--- config.mk ---
export PLATFORM = sky130hd
export DESIGN_NAME = crypto8_top
export DESIGN_NICKNAME = d
export VERILOG_FILES = /design/src/rtl/crypto8_top.sv
export SDC_FILE = /design/constraint.sdc
export NUM_CORES = 1
export LEC_CHECK = 0
export CAP_MARGIN = 20
export CORE_UTILIZATION = 47
export DETAILED_ROUTE_END_ITERATION = 7
export PLACE_DENSITY = 0.81
export SLEW_MARGIN = 20
export SYNTH_ARGS = -nofsm -noshare
export SYNTH_HDL_FRONTEND = slang
export SYNTH_SLANG_ARGS = --single-unit
--- constraint.sdc ---
create_clock -name clk -period 2.02 [get_ports clk]
set_input_delay 0.202 -clock clk [delete_from_list [all_inputs] [get_ports clk]]
set_output_delay 0.202 -clock clk [all_outputs]
set_load 0.03 [all_outputs]
--- src/rtl/crypto8_top.sv ---
// crypto8_top: 8-bit symmetric byte cipher with a one-cycle registered output.
// Encrypt: out = rotl(p ^ k, k[2:0]) + k.  Decrypt: out = rotr(c - k, k[2:0]) ^ k.
// Build option: define CRYPTO_ROT_EN to include the rotate stage. When it is
// undefined, the rotate stage is bypassed (b = a), which is still invertible.
module crypto8_top (
  input  logic       clk,
  input  logic       rst_n,
  input  logic       sel,
  input  logic [7:0] inp,
  input  logic [7:0] key,
  input  logic       in_valid,
  output logic [7:0] out,
  output logic       out_valid
);

  logic [7:0] w_enc_a;
  logic [7:0] w_enc_b;
  logic [7:0] w_enc;
  logic [7:0] w_dec_b;
  logic [7:0] w_dec_a;
  logic [7:0] w_dec;
  logic [7:0] w_result;

  logic [7:0] r_out;
  logic       r_out_valid;

  // Encrypt path, first stage: whiten with the key.
  assign w_enc_a = inp ^ key;

  // Decrypt path, first stage: undo the final key addition (borrow discarded).
  assign w_dec_b = inp - key;

`ifdef CRYPTO_ROT_EN
  logic [2:0]  w_rot;
  logic [15:0] w_enc_dbl;
  logic [15:0] w_dec_dbl;

  assign w_rot = key[2:0];

  // Rotate by shifting a doubled copy; the wanted byte is the upper half
  // for a left rotate and the lower half for a right rotate.
  assign w_enc_dbl = {w_enc_a, w_enc_a} << w_rot;
  assign w_dec_dbl = {w_dec_b, w_dec_b} >> w_rot;
  assign w_enc_b   = w_enc_dbl[15:8];
  assign w_dec_a   = w_dec_dbl[7:0];
`else
  assign w_enc_b = w_enc_a;
  assign w_dec_a = w_dec_b;
`endif

  // Final stages: key addition on encrypt, key XOR on decrypt.
  assign w_enc    = w_enc_b + key;
  assign w_dec    = w_dec_a ^ key;
  assign w_result = sel ? w_enc : w_dec;

  // Output register: reset wins over in_valid; without a valid input the
  // byte holds and the valid flag drops.
  always_ff @(posedge clk) begin
    if (!rst_n) begin
      r_out       <= 8'h00;
      r_out_valid <= 1'b0;
    end else begin
      r_out_valid <= in_valid;
      if (in_valid) begin
        r_out <= w_result;
      end
    end
  end

  assign out       = r_out;
  assign out_valid = r_out_valid;

endmodule

== Word-level counts from Yosys, hierarchy flattened ==
Cells that the tools add are included.

* Register bits: 9
* Bits of input ports: 20
* Output and inout port bits: 9
* Logic and storage cells: 7

* $add $sub $neg: 2
* Multiplexer cells: 1
* Bitwise gates (word level): 2

{| class="wikitable"
|+ Operators by type and width
! operator !! count
|-
| 8-bit XOR || 2
|-
| 8-bit adder || 1
|-
| 8-bit two-way mux || 1
|-
| 8-bit subtractor || 1
|}

== Logic depth before layout (Yosys ltp) ==
Gate-level depths: netlist of run 1.

* Depth in word-level cells: 3
* Mapped depth: 9
* Depth with buffers taken out: 9

== Worst setup path before layout of run 1 ==
No wires, ideal clock.

* Path type: in2reg
* Start: input inp[0]
* End: register r_out[6], in the netlist out[6]
* Arrival time: 1.776 ns
* Data required time: 1.942 ns
* Path slack: 0.166 ns
* Stages: 9
* Cells stage by stage: inv_1 -> ha_1 -> inv_1 -> fa_1 -> a21o_2 -> a21oi_1 -> nor3_1 -> o31a_1 -> nor3_1

* Word-level cells in the longest chain between the ends: 3
* Elaborated cells between the ends (all ways): 5
* Classes of those cells: add/sub: 2; mux: 1; bitwise: 2

{| class="wikitable"
|+ Ends and longest elaborated chain
! element !! RTL line !! text
|-
| from (decl) || 9 || <nowiki>input logic [7:0] inp,</nowiki>
|-
| 8-bit subtractor or 8-bit XOR (tied branches) || 31, 28 ||
|-
| 8-bit XOR or 8-bit adder (tied branches) || 53, 52 ||
|-
| 8-bit two-way mux (*) || 54 || <nowiki>assign w_result = sel ? w_enc : w_dec;</nowiki>
|-
| to (signal assigned) || 65 || <nowiki>r_out <= w_result;</nowiki>
|-
| to (decl) || 24 || <nowiki>logic [7:0] r_out;</nowiki>
|}

Mark *: on every way between the ends. The rest lies on a longest branch, timed or not.
A chain may end at the register's enable or synchronous reset.

== Worst setup path in the final report of run 1 ==
* Start: input inp[3]
* End: register r_out[6], in the netlist out[6]

The elaborated chain is that of the path after synthesis.

==> results of run 1 <==
-- per-stage QoR --
| step | setup WS (ns) | area (sq um) | setup TNS, ns | util (%) | cells |
|---|---|---|---|---|---|
| finish | 0.07714 | 1565 | 0 | 78.19 | 208 |
| global route | -0.005037 | 1565 | -0.009906 | 78.19 | 208 |
| CTS | 0.01945 | 1535 | 0 | 76.69 | 208 |
| detailed placement | -0.2943 | 1505 | -0.9180 | 75.19 | 204 |
| global placement | -0.2368 | 1505 | -0.6370 | 75.19 | 204 |
| floorplan | 0.1658 | 1016 | 0 | - | 127 |
-- critical path, cell delays in order --
cell             delay (ns)
clkdlybuf4s50_1        0.48
inv_1                  0.05
ha_1                   0.28
buf_4                  0.15
nand2_1                0.07
a211oi_2               0.31
nor3_1                 0.13
o31a_1                 0.29
nor3_1                 0.16
-- where the power goes --
group	leakage, nW	total, W	internal, W	switching (W)
combinational	0.639	0.000421	0.000211	0.000210
clock	0.0150	0.000137	0.0000760	0.0000608
sequential	0.0747	0.000205	0.000196	0.00000921
-- cells by family after synthesis --
logic type	count (synthesis)
AOI/OAI and AO/OA	31
xor gates and xnor gates	14
adders and majority gates	14
buffers and inverters	20
DFF	9
muxes	9
and+or+nand+nor	30
-- layout by cell type (no fill, tap or decap), types with 2 or more instances in the layout --
master and instances:
buf_4 27, clkdlybuf4s50_1 25, inv_1 15, xnor2_1 11, ha_1 11, dfxtp_1 9, mux2i_1 8, nand2_1 8
a21oi_1 7, o21ai_0 5, nor2_1 4, o211ai_1 4, nand3_1 4, nand3b_1 3, xor2_1 3, nor3_1 3
clkbuf_4 3, a211oi_2 2, a211oi_1 2, a21o_1 2, o21ai_1 2, or3_1 2, ha_2 2, dlymetal6s2s_1 2
-- layer usage --
| metal | wire length [um] | vias to the layer above |
|---|---|---|
| li1 | - | 553 |
| met1 | 1073 | 494 |
| met2 | 1471 | 37 |
| met3 | 130 | 6 |
| met4 | 67 | 0 |
| met5 | 0 | - |
-- worst max-delay path by stage --
stage | startpoint | to | slack (ns) | cells past startpoint
after CTS | inp[0] | out[6] | 0.02 | 10
after floorplan | inp[0] | out[6] | 0.17 | 9
after global routing | inp[0] | out[6] | -0.005 | 10
after global placement | key[0] | out[6] | -0.24 | 9
final | inp[3] | out[6] | 0.08 | 9
after detailed placement | inp[0] | out[6] | -0.29 | 10
-- what timing repair did --
| item | 4_1_cts | 5_1_grt |
|---|---|---|
| hold buffers | 0 | 0 |
| cloned | 0 | 0 |
| gates resized for setup | 1 | 10 |
| setup endpoints to repair | 1 | 4 |
| pin swaps | 0 | 2 |
| setup buffers | 0 | 0 |
-- flip-flops by register name, indices dropped and copies added, names as in the netlist --
signal and count:
out_valid 1, out 8
-- area by class of cell --
type                    instances  share of cell area [%]
repair buffers                 54                   30.54
inverters                      16                   3.837
flip-flops and latches          9                   11.51
clock buffers                   4                   1.679
multi-input cells              98                   50.28
well taps                      27                   2.158
==> metrics.md, run 1 <==
| Metric | Value |
|---|---|
| Clk pin slew, worst setup/hold paths | `0.06 ns` |
| Max-Slew Margin vs Limit | `approximately 77%` |
| Syn_nets | `161` |
| Status | `finished, final reports clean` |
| Max Freq | `a little over 0.5 GHz` |
| Mux cell area share after synthesis | `8.990%` |
| Gr ovfl total | `0` |
| Ports | `29` |
| First-pass GRT wire length | `4.229 mm` |
| Largest net degree at the start of global routing | `12` |
| Worst Hold Path Cells | `5` |
| Post-synthesis adder-cell area fraction | `17.98%` |
| Syn avg cell area | `~8 sq um` |
| Initial Utilization | `50.75%` |
| R2R depth | `2` |
| Count of final hold-check violations | `0` |
| Final total power | `approximately 0.00076 W` |
| Gpl congestion | `0.8502` |
| R2r setup slk | `1.32 ns` |
| Clock Skews | `0 ns` |
| Core area | `2002 sq um` |
| Maximum VDD drop | `0.0004972 V` |
| Worst R2R End | `out[3]` |
| CP startpoint kind | `primary input` |
| Post-synth EDFFs | `0` |
| Simple logic cell fraction of the synthesized area | `15.02%` |
| Critical Path RT | `between 2 and 2.5 ns` |
| Top post-synthesis cells by count | `16 x inv_1, 13 x ha_1, 11 x xnor2_1` |
| Met2 usage | `43.66%` |
| Share of cells above drive strength 1 | `22.65%` |
| CTS Root Cell | `clkbuf_4` |
| Top-count cell post-synth | `inv_1` |
| Kind of critical path | `primary input to flop` |
| Asr flop ratio synth | `0%` |
| Syn-to-layout area delta | `54.06%` |
| Fin crit period | `between 1.5 and 2 ns` |
| Ys flop type | `dfxtp_1` |
| DRT iter0 DRCs | `15` |
| Hold path endpoint | `out[0]` |
| Worst skew pair latency | `0.26 ns` |
| Total CTS buffers | `3` |
| Post-Synth XOR/XNOR Area | `12.07%` |
| Total Routed Length | `2.742 mm` |
| Cell Area, Synth | `about 1000 sq um` |
| ANT cells | `0` |
| Period utilization | `96.18%` |
| Die H | `48.50 um` |
| Top cell type's share of synthesized area | `17.73%` |
| Crit end category | `flop` |
| Filler cell count in the final layout | `140` |
| Combined area of the multi-input logic cells | `787.0 sq um` |
| Measured slew at the worst slew-check pin | `roughly 0.34 ns` |
| Die width | `48.50 um` |
| CTS tree | `yes` |
| H-tree depth | `1` |
| Library cells used by synthesis | `34` |
| Initial antenna violation count | `0` |
| Clock Path Buffers | `2` |
| Max cap viols | `0` |
| Routed vias | `1,090` |
| Final setup vio count | `0` |
| Power Density | `487.4 nW/um^2` |
| GR Layer Usage met1 | `22.24%` |
| Yosys top cell by area | `dfxtp_1` |
| FF/Latch Area | `180.2 sq um` |
| GRT busiest layer | `met2` |
| Die Footprint | `2352 sq um` |
| Synth Area in Compound Gates | `20.57%` |
| Main combinational cell family by area after synthesis | `compound AO/OA/AOI/OAI gates` |
| Clock sinks | `9` |
| Flops & latches, synth | `9` |
| Vias/cell | `5.240` |
| Nets | `216` |
| Post-DP HPWL | `1.976 mm` |
| Antenna-violating nets left | `0` |
| Input/output buffers | `27` |
| Vias in the first global route | `around 1,100` |
| Leakage Power | `0.7284 nW` |
| First-pass DRT Iterations | `4` |
| Top area cells in the synthesized netlist | `dfxtp_1 18%, ha_1 16%, xnor2_1 9.5%` |
| Arrival @ worst endpoint | `about 2.1 ns` |
| Register area share after synthesis | `17.73%` |
| Min Hold Slack | `between 0.4 and 0.5 ns` |
| Post-synthesis cell count | `~130` |
| RR Startpoint | `out[3]` |
| WL/cell | `13.18 um` |
| Hold WC Path Type | `primary input to flop` |
| CP Max Fanout | `5` |
| GR Util All Layers | `22.83%` |
| Final Slew Violations | `0` |
| Cell row count | `16` |
| HP Start | `key[0]` |
| Synth warnings | `0` |
| DR DRC count | `0` |
| Met3 Use GR | `under 10%` |
(Power assumes the default switching activity.)
==> run 2, diff against run 1 <==
--- a/config.mk
+++ b/config.mk
@@ -7,8 +7,10 @@
 export LEC_CHECK = 0
 export CAP_MARGIN = 20
 export CORE_UTILIZATION = 47
+export CTS_CLUSTER_SIZE = 25
 export DETAILED_ROUTE_END_ITERATION = 7
 export PLACE_DENSITY = 0.81
+export SETUP_SLACK_MARGIN = 0.2
 export SLEW_MARGIN = 20
 export SYNTH_ARGS = -nofsm -noshare
 export SYNTH_HDL_FRONTEND = slang
==> metrics.md, run 2 (same netlist as run 1, synthesis figures left out) <==
| Metric | Value |
|---|---|
| Met3 Use GR | `4.717%` |
| Clock power share | `17.6%` |
| Measured slew at the worst slew-check pin | `0.4129 ns` |
| Clock Skews | `0 ns` |
| WL/cell | `15.59 um` |
| Placed insts | `205` |
| CP Max Fanout | `2` |
| Clock sinks | `9` |
| Max Freq | `about 0.53 GHz` |
| Core area | `2002 sq um` |
| Gr ovfl total | `0` |
| Total Routed Length | `3.305 mm` |
| Nets | `220` |
| Antenna-violating nets left | `0` |
| Layout Cells excl Fill | `~210` |
| Logic gate share of total power | `approximately 57%` |
| Largest net degree at the start of global routing | `14` |
| Vias in the first global route | `1,140` |
| Status | `finished, final reports clean` |
| Reg power frac | `approximately a quarter` |
| First-pass DRT Iterations | `4` |
| TNS Setup | `0 ns` |
| CTS tree | `yes` |
| Maximum VDD drop | `about 0.00045 V` |
| Critical Path RT | `2.17 ns` |
| Final setup vio count | `0` |
| Vias/cell | `about 5.6` |
| Hold-fix buffers at CTS | `0` |
| Most frequent cells in the layout | `31 x buf_4, 20 x clkdlybuf4s50_1, 13 x inv_1, 10 x xnor2_1, 9 x dfxtp_1` |
| Period utilization | `93.45%` |
| Max-Slew Margin vs Limit | `71.68%` |
| Input/output buffers | `27` |
| Initial antenna violation count | `0` |
| First-pass GRT wire length | `4.547 mm` |
| Share of cells above drive strength 1 | `33.51%` |
| Design Area, Final | `between 1500 and 2000 sq um` |
| Leakage Power | `approximately 0.78 nW` |
| Max cap viols | `0` |
| Post-DP HPWL | `a little over 2 mm` |
| Commonest non-fill, non-tap cell in the layout | `buf_4` |
| Int Power | `0.0005089 W` |
| Final total power | `0.0008247 W` |
| Die width | `48.50 um` |
| Cell Area, Placed | `1525 sq um` |
| Crit end category | `flop` |
| Filler cell count in the final layout | `110` |
| Core Util, Final | `between 80% and 90%` |
| ANT cells | `0` |
| Met2 usage | `50.00%` |
| GRT busiest layer | `met2` |
| Fin crit period | `1.888 ns` |
| Initial Utilization | `approximately half` |
| Die Footprint | `2352 sq um` |
| Clk pin slew, worst setup/hold paths | `0.06 ns` |
| CTS Root Cell | `clkbuf_4` |
| Gpl congestion | `0.8514` |
| Count of final hold-check violations | `0` |
| H-tree depth | `1` |
| Arrival @ worst endpoint | `2.04 ns` |
| Routed vias | `1,186` |
| GR Util All Layers | `24.72%` |
| Final Slew Violations | `0` |
| Syn-to-layout area delta | `69.58%` |
| Max reg flops | `8` |
| RSZ-0062 raised after global routing | `yes` |
| Die H | `48.50 um` |
| Hold WC Path Type | `flop to flop` |
| Switching Share | `38.29%` |
| Ports | `29` |
| Net switching power | `approximately 0.00032 W` |
| Clock Path Buffers | `2` |
| Power Density | `478.7 nW/um^2` |
| Total CTS buffers | `3` |
| CP startpoint kind | `primary input` |
| Worst skew pair latency | `0.27 ns` |
| DRT iter0 DRCs | `39` |
| GR Layer Usage met1 | `24.47%` |
| DR DRC count | `0` |
| Cell row count | `16` |
| Kind of critical path | `primary input to flop` |
[run 2: changes by cell type in the layout (fill, tap and decap cells not counted), sizes merged]
cell	change
dlygate4sd2	+3
buf	+4
clkdlybuf4s50	-5
dlymetal6s2s	+2
[run 2: critical path: stages]
cell and delay (ns):
clkdlybuf4s50_1 0.53, ha_4 0.22, or2_4 0.24, a211oi_4 0.28
nor3_2 0.09, nor4_2 0.40, nor3_2 0.08
[run 2: final timing paths]
| path | startpoint | endpoint | slack (ns) | depth (start not counted) |
|---|---|---|---|---|
| min reg2reg | out[2] | out[2] | 0.49 | 2 |
| min | out[2] | out[2] | 0.49 | 2 |
| max | key[3] | out[6] | 0.13 | 7 |
| max reg2reg | out[6] | out[6] | 1.27 | 2 |
[run 2: final cells by class]
class / count / area [sq um] / share of cell area [%]
repair buffers: 58 / 509.2 / 29.56
multi-input cells: 98 / 913.4 / 53.01
flip-flops and latches: 9 / 180.2 / 10.46
clock buffers: 4 / 26.28 / 1.525
well taps: 27 / 33.78 / 1.961
inverters: 16 / 60.06 / 3.486
[run 2: power groups by stage]
stage	sequential [W]	combinational [W]	clock (W)
5_1_grt	0.000208	0.000505	0.000158
4_1_cts	0.000205	0.000423	0.000144
3_5_place_dp	0.000209	0.000405	0
6_report	0.000205	0.000474	0.000146
2_1_floorplan	0.000245	0.000183	0
3_3_place_gp	0.000208	0.000391	0
[run 2: routing by layer]
layer / share of wire, % / vias to the layer above
li1: - / 560
met3: 4.9 / 14
met1: 38 / 553
met4: 3.1 / 0
met5: 0 / -
met2: 54 / 59
[run 2: what timing repair did]
action                     in CTS  in global routing
setup endpoints to repair       5                  5
buffers inserted                2                  1
resized for setup              12                 22
pin swaps                       7                 15
[run 2: stage by stage]
step	worst slack [ns]	hold slack [ns]
after floorplan	0.2266	0.3293
after global placement	-0.2529	0.4761
after detailed placement	-0.3244	0.4811
after CTS	0.1856	0.4901
after global routing	0.02930	0.5062
final	0.1323	0.4881
==> run 3, diff against run 2 <==
--- a/config.mk
+++ b/config.mk
@@ -9,7 +9,8 @@
 export CORE_UTILIZATION = 47
 export CTS_CLUSTER_SIZE = 25
 export DETAILED_ROUTE_END_ITERATION = 7
-export PLACE_DENSITY = 0.81
+export PLACE_DENSITY = 0.79
+export REMOVE_ABC_BUFFERS = 1
 export SETUP_SLACK_MARGIN = 0.2
 export SLEW_MARGIN = 20
 export SYNTH_ARGS = -nofsm -noshare
==> metrics.md, run 3 (same netlist as run 1, synthesis figures left out) <==
| Metric | Value |
|---|---|
| Vias/cell | `around 5.5` |
| First-pass DRT Iterations | `4` |
| RSZ-0062 raised after global routing | `no` |
| Routed vias | `1,161` |
| Hold WC Path Type | `flop to flop` |
| Clk pin slew, worst setup/hold paths | `approximately 0.07 ns` |
| Slowest stage delay, CP | `0.50 ns` |
| Post-DP HPWL | `around 2.1 mm` |
| CP cell instances | `clkdlybuf4s50_1, inv_1, ha_2, xor2_1, o211ai_1, o21ai_1, o31a_1, nor3_1` |
| Max reg flops | `8` |
| Total CTS buffers | `3` |
| Maximum VDD drop | `around 0.00066 V` |
| H-tree depth | `1` |
| Largest net degree at the start of global routing | `17` |
| Nets | `approximately 220` |
| Commonest non-fill, non-tap cell in the layout | `buf_4` |
| Kind of critical path | `primary input to flop` |
| Measured slew at the worst slew-check pin | `around 0.32 ns` |
| Core area | `2002 sq um` |
| Initial Utilization | `between 50% and 60%` |
| Share of cells above drive strength 1 | `31.72%` |
| ANT cells | `0` |
| Most frequent cells in the layout | `30 x buf_4, 19 x clkdlybuf4s50_1, 14 x inv_1, 9 x dfxtp_1` |
| Final WS setup | `0.1730 ns` |
| Final total power | `0.0008268 W` |
| Crit end category | `flop` |
| Antenna-violating nets left | `0` |
| Final setup vio count | `0` |
| Clock Skews | `0 ns` |
| CP startpoint kind | `primary input` |
| Vias in the first global route | `1,155` |
| First-pass GRT wire length | `4.685 mm` |
| Initial antenna violation count | `0` |
| Hold-fix buffers at CTS | `0` |
| Cell row count | `16` |
| Fin crit period | `1.847 ns` |
| TNS Setup | `0 ns` |
| GR Util All Layers | `approximately a quarter` |
| Gpl congestion | `0.8326` |
| DRT iter0 DRCs | `29` |
| CP Max Fanout | `4` |
| CTS tree | `yes` |
| Status | `finished, final reports clean` |
| CTS Root Cell | `clkbuf_4` |
| Ports | `29` |
| Leakage Power | `0.8212 nW` |
| DR DRC count | `0` |
| Syn-to-layout area delta | `71.92%` |
| Clock Path Buffers | `2` |
| Die H | `slightly below 50 um` |
| Power Density | `473.4 nW/um^2` |
| Total Routed Length | `3.096 mm` |
| Final Slew Violations | `0` |
| Max-Slew Margin vs Limit | `78.38%` |
| WL/cell | `around 15 um` |
| Max cap viols | `0` |
| Die Footprint | `around 2400 sq um` |
| Period utilization | `roughly nine tenths` |
| Clock sinks | `9` |
| Slowest CP cell | `clkdlybuf4s50_1` |
| Gr ovfl total | `0` |
| Worst skew pair latency | `0.26 ns` |
| Die width | `approximately 48 um` |
| Worst slack, placed | `-0.3042 ns` |
| Critical Path RT | `2.20 ns` |
| Count of final hold-check violations | `0` |
| Arrival @ worst endpoint | `2.03 ns` |
| Max Freq | `approximately 0.54 GHz` |
| Input/output buffers | `27` |
[run 3: timing repair]
item / in CTS / in global routing
endpoints found under the setup margin: 5 / 5
pin swaps: 13 / 12
buffers inserted: 1 / 2
gates resized for setup: 17 / 21
[run 3: area by class of cell]
cell class / count / area (sq um)
clock buffer: 3 / 22.52
sequential: 9 / 180.2
tap: 27 / 33.78
multi-input combinational: 98 / 918.4
fill: 109 / 255.2
clock inverter: 1 / 5.005
timing repair buffer: 59 / 526.8
inverter: 16 / 60.06
[run 3: where the power goes]
group | switching (W) | internal [W] | leakage [nW]
Sequential | 0.00000860 | 0.000196 | 0.0747
Clock | 0.0000675 | 0.0000731 | 0.0177
Combinational | 0.000234 | 0.000248 | 0.729
[run 3: worst max-delay path, delay by kind of cell]
kind	cells	cell delay [ns]
buffers and inverters	2	0.57
xor gates and xnor gates	1	0.17
AOI/OAI and AO/OA	3	0.59
adders and majority gates	1	0.32
and+or+nand+nor	1	0.18
[run 3: worst paths after layout]
path	to	depth (start not counted)	slack (ns)	startpoint
setup reg to reg	out[6]	2	1.31	out[6]
setup / recovery	out[6]	8	0.17	inp[4]
hold reg to reg	out[3]	2	0.49	out[3]
hold / removal	out[3]	2	0.49	out[3]
[run 3: per-layer routing]
| metal | part of all wire, % | track usage [%] |
|---|---|---|
| met3 | 4.9 | 6.604 |
| met2 | 56 | 48.83 |
| met1 | 38 | 25.54 |
| met5 | 0 | 0 |
| met4 | 1.6 | 9.804 |
[run 3: through the flow]
stage	hold slack, ns	std cells	instance area (sq um)	utilization (%)
after floorplan	0.2914	123	998.5	-
after global placement	0.4766	206	1520	75.94
after detailed placement	0.4985	206	1520	75.94
after CTS	0.4998	211	1628	81.31
after global routing	0.5399	213	1747	87.25
final	0.4929	213	1747	87.25
